--- src/rtl/bip_pkg.sv ---
// Shared BIP definitions: instruction field widths, opcode values and the loader state encoding.
// The decoder and the program loader both take their opcode values from here.
package bip_pkg;

    localparam int unsigned OPCODE_W  = 5;
    localparam int unsigned INSTR_W   = 16;
    localparam int unsigned OPERAND_W = INSTR_W - OPCODE_W;

    localparam logic [OPCODE_W-1:0] OP_HLT        = 5'd0;
    localparam logic [OPCODE_W-1:0] OP_STO        = 5'd1;
    localparam logic [OPCODE_W-1:0] OP_LD         = 5'd2;
    localparam logic [OPCODE_W-1:0] OP_LDI        = 5'd3;
    localparam logic [OPCODE_W-1:0] OP_ADD        = 5'd4;
    localparam logic [OPCODE_W-1:0] OP_ADDI       = 5'd5;
    localparam logic [OPCODE_W-1:0] OP_SUB        = 5'd6;
    localparam logic [OPCODE_W-1:0] OP_SUBI       = 5'd7;
    localparam logic [OPCODE_W-1:0] OP_LAST_VALID = 5'd7;

    typedef enum logic [2:0] {
        StIdle,
        StHi,
        StLo,
        StWr,
        StDone
    } loaderStateT;

endpackage

--- src/rtl/bip_program_loader.sv ---
// Packs a byte stream (high byte first) into 16-bit instructions and writes them to program RAM
// until HLT, then raises cpu_en. Define BIP_LOADER_OPCODE_CHECK_EN to reject opcodes above 7.
module bip_program_loader #(
    parameter int unsigned ADDR_W   = 11,
    parameter int unsigned OPCODE_W = bip_pkg::OPCODE_W,
    parameter int unsigned INSTR_W  = bip_pkg::INSTR_W
) (
    input  logic                clk,
    input  logic                rst,
    input  logic                start,
    input  logic [7:0]          rx_data,
    input  logic                rx_valid,
    output logic                rx_ready,
    output logic                pm_we,
    output logic [ADDR_W-1:0]   pm_addr,
    output logic [INSTR_W-1:0]  pm_wdata,
    output logic                busy,
    output logic                done,
    output logic                error,
    output logic [ADDR_W:0]     instr_count,
    output logic                cpu_en
);
    import bip_pkg::*;

    loaderStateT         state;
    logic [7:0]          hiByte;
    logic [INSTR_W-1:0]  newWord;
    logic [OPCODE_W-1:0] wrOpcode;

    assign newWord  = {hiByte, rx_data};
    assign wrOpcode = pm_wdata[INSTR_W-1 -: OPCODE_W];

    // Every output is a register updated alongside the state, so rx_ready never sees rx_valid.
    always_ff @(posedge clk) begin
        if (rst) begin
            state       <= StIdle;
            hiByte      <= '0;
            rx_ready    <= 1'b0;
            pm_we       <= 1'b0;
            pm_addr     <= '0;
            pm_wdata    <= '0;
            busy        <= 1'b0;
            done        <= 1'b0;
            error       <= 1'b0;
            instr_count <= '0;
            cpu_en      <= 1'b0;
        end else begin
            pm_we <= 1'b0;
            unique case (state)
                StIdle, StDone: begin
                    if (start) begin
                        state       <= StHi;
                        rx_ready    <= 1'b1;
                        busy        <= 1'b1;
                        done        <= 1'b0;
                        error       <= 1'b0;
                        cpu_en      <= 1'b0;
                        pm_addr     <= '0;
                        instr_count <= '0;
                    end
                end
                StHi: begin
                    if (rx_valid) begin
                        hiByte <= rx_data;
                        state  <= StLo;
                    end
                end
                StLo: begin
                    if (rx_valid) begin
                        pm_wdata <= newWord;
`ifdef BIP_LOADER_OPCODE_CHECK_EN
                        pm_we    <= (newWord[INSTR_W-1 -: OPCODE_W] <= OP_LAST_VALID);
`else
                        pm_we    <= 1'b1;
`endif
                        rx_ready <= 1'b0;
                        state    <= StWr;
                    end
                end
                StWr: begin
                    // HLT is checked first so a halt in the last slot still counts as clean.
                    if (wrOpcode == OP_HLT) begin
                        instr_count <= instr_count + 1'b1;
                        state       <= StDone;
                        busy        <= 1'b0;
                        done        <= 1'b1;
                        cpu_en      <= 1'b1;
                    end
`ifdef BIP_LOADER_OPCODE_CHECK_EN
                    else if (wrOpcode > OP_LAST_VALID) begin
                        state <= StDone;
                        busy  <= 1'b0;
                        done  <= 1'b1;
                        error <= 1'b1;
                    end
`endif
                    else if (pm_addr == {ADDR_W{1'b1}}) begin
                        instr_count <= instr_count + 1'b1;
                        state       <= StDone;
                        busy        <= 1'b0;
                        done        <= 1'b1;
                        error       <= 1'b1;
                    end else begin
                        instr_count <= instr_count + 1'b1;
                        pm_addr     <= pm_addr + 1'b1;
                        state       <= StHi;
                        rx_ready    <= 1'b1;
                    end
                end
                default: begin
                    state    <= StIdle;
                    rx_ready <= 1'b0;
                    busy     <= 1'b0;
                end
            endcase
        end
    end

endmodule

--- config.mk ---
export PLATFORM = sky130hd
export DESIGN_NAME = bip_program_loader
export DESIGN_NICKNAME = d
export VERILOG_FILES = /design/src/rtl/bip_pkg.sv /design/src/rtl/bip_program_loader.sv
export SDC_FILE = /design/constraint.sdc
export NUM_CORES = 1
export LEC_CHECK = 0
export CAP_MARGIN = 20
export CORE_MARGIN = 2
export CORE_UTILIZATION = 30
export CTS_BUF_LIST = sky130_fd_sc_hd__clkbuf_2 sky130_fd_sc_hd__clkbuf_4 sky130_fd_sc_hd__clkbuf_8
export CTS_CLUSTER_SIZE = 20
export DETAILED_ROUTE_END_ITERATION = 12
export MAX_ROUTING_LAYER = met4
export PLACE_DENSITY_LB_ADDON = 0.1
export SLEW_MARGIN = 20
export SYNTH_ARGS = -nofsm -noshare
export SYNTH_HDL_FRONTEND = slang
export SYNTH_SLANG_ARGS = --single-unit
--- constraint.sdc ---
create_clock -name clk -period 4.1 [get_ports clk]
set_input_delay 1.23 -clock clk [delete_from_list [all_inputs] [get_ports clk]]
set_output_delay 1.23 -clock clk [all_outputs]
set_load 0.01 [all_outputs]
==> results.md <==
- Status: finished clean
- CP delay by family, top: simple AND/OR/NAND/NOR gates
- Vias in the first global route: 2211
- CP max stage cell: clkdlybuf4s50_1
- Reg-to-Reg Start: state[0]
- Register area: 1121 µm²
- RSZ-0062 raised after global routing: false
- TritonCTS clock tree: yes
- Setup bufs post-CTS: 0
- Per-cell routed wire length: 14.21 µm
- Max-cap viol count: 0
- Setup TNS: 0 ns
- Crit start category: primary input
- Layout cells sized above 1: 6.087%
- CTS root buf: clkbuf_8
- Place WS: 0.9442 ns
- Slew Limit Fails: 0
- Rows: 33
- GPL Wtd Cong: 0.8152
- Adder-cell share of the synthesized area: 1.401%
- Leak Pwr: 0.001066 µW
- Synth Area in XOR/XNOR: 0.3504%
- Critical path required time: 4.35 ns
- FILL cells: 828
- Largest net degree at the start of global routing: 53
- Period Utilization, post-route: 68.07%
- CTS buffer count: 5
- Nets: 358
- Post-synthesis mux area share: 3.303%
- Leading cell types in the layout, fill and taps excluded: 65 x nand2_1, 56 x dfxtp_1, 55 x clkdlybuf4s50_1, 42 x a21oi_1, 18 x nor2_1
- Max incr delay on CP: 0.51 ns
- Io pins: 57
- Sinks on the clock net: 56
- FF+latch count, synth: 56
- Kind of critical path: primary input to flop
- Syn avg cell area: 8.389 µm²
- DR pass1 iterations: 4
- Full die area: 9079 µm²
- Post-CTS Resized: 0
- Ys flop type: dfxtp_1
- CTS Buffer Depth: 2
- Grt total ovfl: 0
- Clock latency on the worst-skew pair: 0.31 ns
- Cells after synthesis: 298
- Worst-path clk slew: 0.10 ns
- Vias per inst: 5.071
- Slew @ Worst Pin: 0.9826 ns
- Post-synth EDFFs: 0
- Async S/R FF share, synth: 0%
- H-tree Lvls: 2
- R2R Setup Slk: 1.82 ns
- Number of I/O port buffers: 56
- CP max FO: 13
- Core ar.: 8134 µm²
- CP endpoint kind: flop
- Drt drc: 0
- Mapped Area: 2500 µm²
- Yosys Warn Count: 0
- Final ANT Viol Nets: 0
- Min Tclk post-route: 2.791 ns
- Seq/Total Area, Yosys: 44.84%
- Fmax: 0.3583 GHz
- Global-route wire length before repair: 10830 µm
- Hold Crit Class: flop to flop
- Final Hold Fails: 0
- Largest family of logic cells by synthesized area: simple AND/OR/NAND/NOR gates
- Initial antenna violation count: 0
- Post-synth cell types: 46
- CP Cell Sequence: clkdlybuf4s50_1, nor3b_4, nor2_1, nor4b_1, mux2i_1
- Dpl hpwl: 4386 µm
- Maximum VDD drop: 0.0001353 V
- Hold_ws: 0.4545 ns
- Number of diodes: 0
- Global Route Usage Sum: 15.44%
- Syn nets: 312
- Simple-Gate Fraction of Synth Area: 28.38%
- Final WL: 6395 µm
- Clk_skew: 0.005084 ns
- Die span in y: 95.29 µm
- Cell area power density: 328.2 nW/µm²
- Post-cts hold buffer count: 0
- Multi-input gate area: 1284 µm²
- Initial Util: 30.73%
- Crit path from: start
- Commonest non-fill, non-tap cell in the layout: nand2_1
- 1st-iter DRT viols: 117
- Die Wd: 95.29 µm
- Via count of the routed design: 2282
- R2R Path End: pm_addr[2]
- Critical Path AT: 3.04 ns
- Max-slew headroom: 34.49%
- Complex-gate fraction of the synthesized area: 17.92%
- Depth of the worst register-to-register path: 4
- WP buf/inv: 1
- Cell count along the critical path: 5
- Hold Path Stages: 2
- Layout area overhead: 28.88%
- PnR worst setup slack: 1.309 ns
- Crit path capture: pm_addr[2]
- Final setup viols: 0
## per-stage QoR
step | std cells | instance area, µm² | util (%) | power, µW
6_report | 450 | 3222 | 39.61 | 1057
5_1_grt | 450 | 3222 | 39.61 | 1102
4_1_cts | 450 | 3222 | 39.61 | 1072
3_5_place_dp | 442 | 3095 | 38.06 | 668.4
3_3_place_gp | 442 | 3095 | 38.06 | 667.9
2_1_floorplan | 298 | 2500 | - | 636.1
## report_power, final
group	internal (µW)	leakage [µW]	switching (µW)
Sequential	554	0.000453	9.96
Combinational	37.8	0.000549	52.8
Clock	216	0.0000645	187
Total	808	0.00107	250
## sequential cells by signal (all words and copies together) (netlist names)
name         cells
done             1
rx_ready         1
busy             1
pm_wdata        16
instr_count     12
pm_addr         11
error            1
cpu_en           1
hiByte           8
state            3
pm_we            1
## how the worst min path moves through the flow
| stage | from | endpoint |
|---|---|---|
| after floorplan | hiByte[2] | pm_wdata[10] |
| after global placement | hiByte[6] | pm_wdata[14] |
| after detailed placement | hiByte[3] | pm_wdata[11] |
| after CTS | hiByte[3] | pm_wdata[11] |
| after global routing | hiByte[3] | pm_wdata[11] |
| final | hiByte[3] | pm_wdata[11] |
## worst register-to-register path, cell delays in order (launching register included)
cell and delay [ns]:
dfxtp_1 0.56, and3b_1 0.67, nor2_1 0.37, nor4b_1 0.40, mux2i_1 0.22
## final cells by class
cell class                      instances  share of cell area, %
Clock buffer                            7                  2.990
Clock inverter                          1                 0.9320
Sequential cell                        56                  34.80
Multi-Input combinational cell        224                  39.84
Tap cell                              105                  4.078
Inverter                                1                 0.1165
Timing Repair Buffer                   56                  17.24
## cell usage after synthesis (4+ instances only)
master	n	area, µm²
clkbuf_1	10	37.54
mux2i_1	6	60.06
o21a_1	4	30.03
nand2_1	65	244.0
nand3b_1	4	30.03
nand3_1	8	40.04
o21ai_0	9	45.04
a21oi_1	42	210.2
or3_1	4	25.02
nor2_1	18	67.56
nand4_1	5	31.28
buf_2	4	20.02
dfxtp_1	56	1121
and3_1	7	43.79
## cell families after synthesis
| group | count (synthesis) |
|---|---|
| multiplexers | 8 |
| buffers and inverters | 18 |
| XOR/XNOR | 1 |
| flip-flops | 56 |
| adder cells (fa/ha/maj) | 3 |
| AO/OA/AOI/OAI | 74 |
| AND/OR/NAND/NOR | 138 |
## routing by layer
metal	vias up	share of wire [%]	global-route usage, %	routed length, µm
li1	1158	-	-	-
met5	-	0	-	0
met2	51	46	24.41	2955
met3	9	4.6	4.032	294
met4	0	0.80	3.865	51
met1	1064	48	19.68	3093
Power figures use the tool's default switching activity.
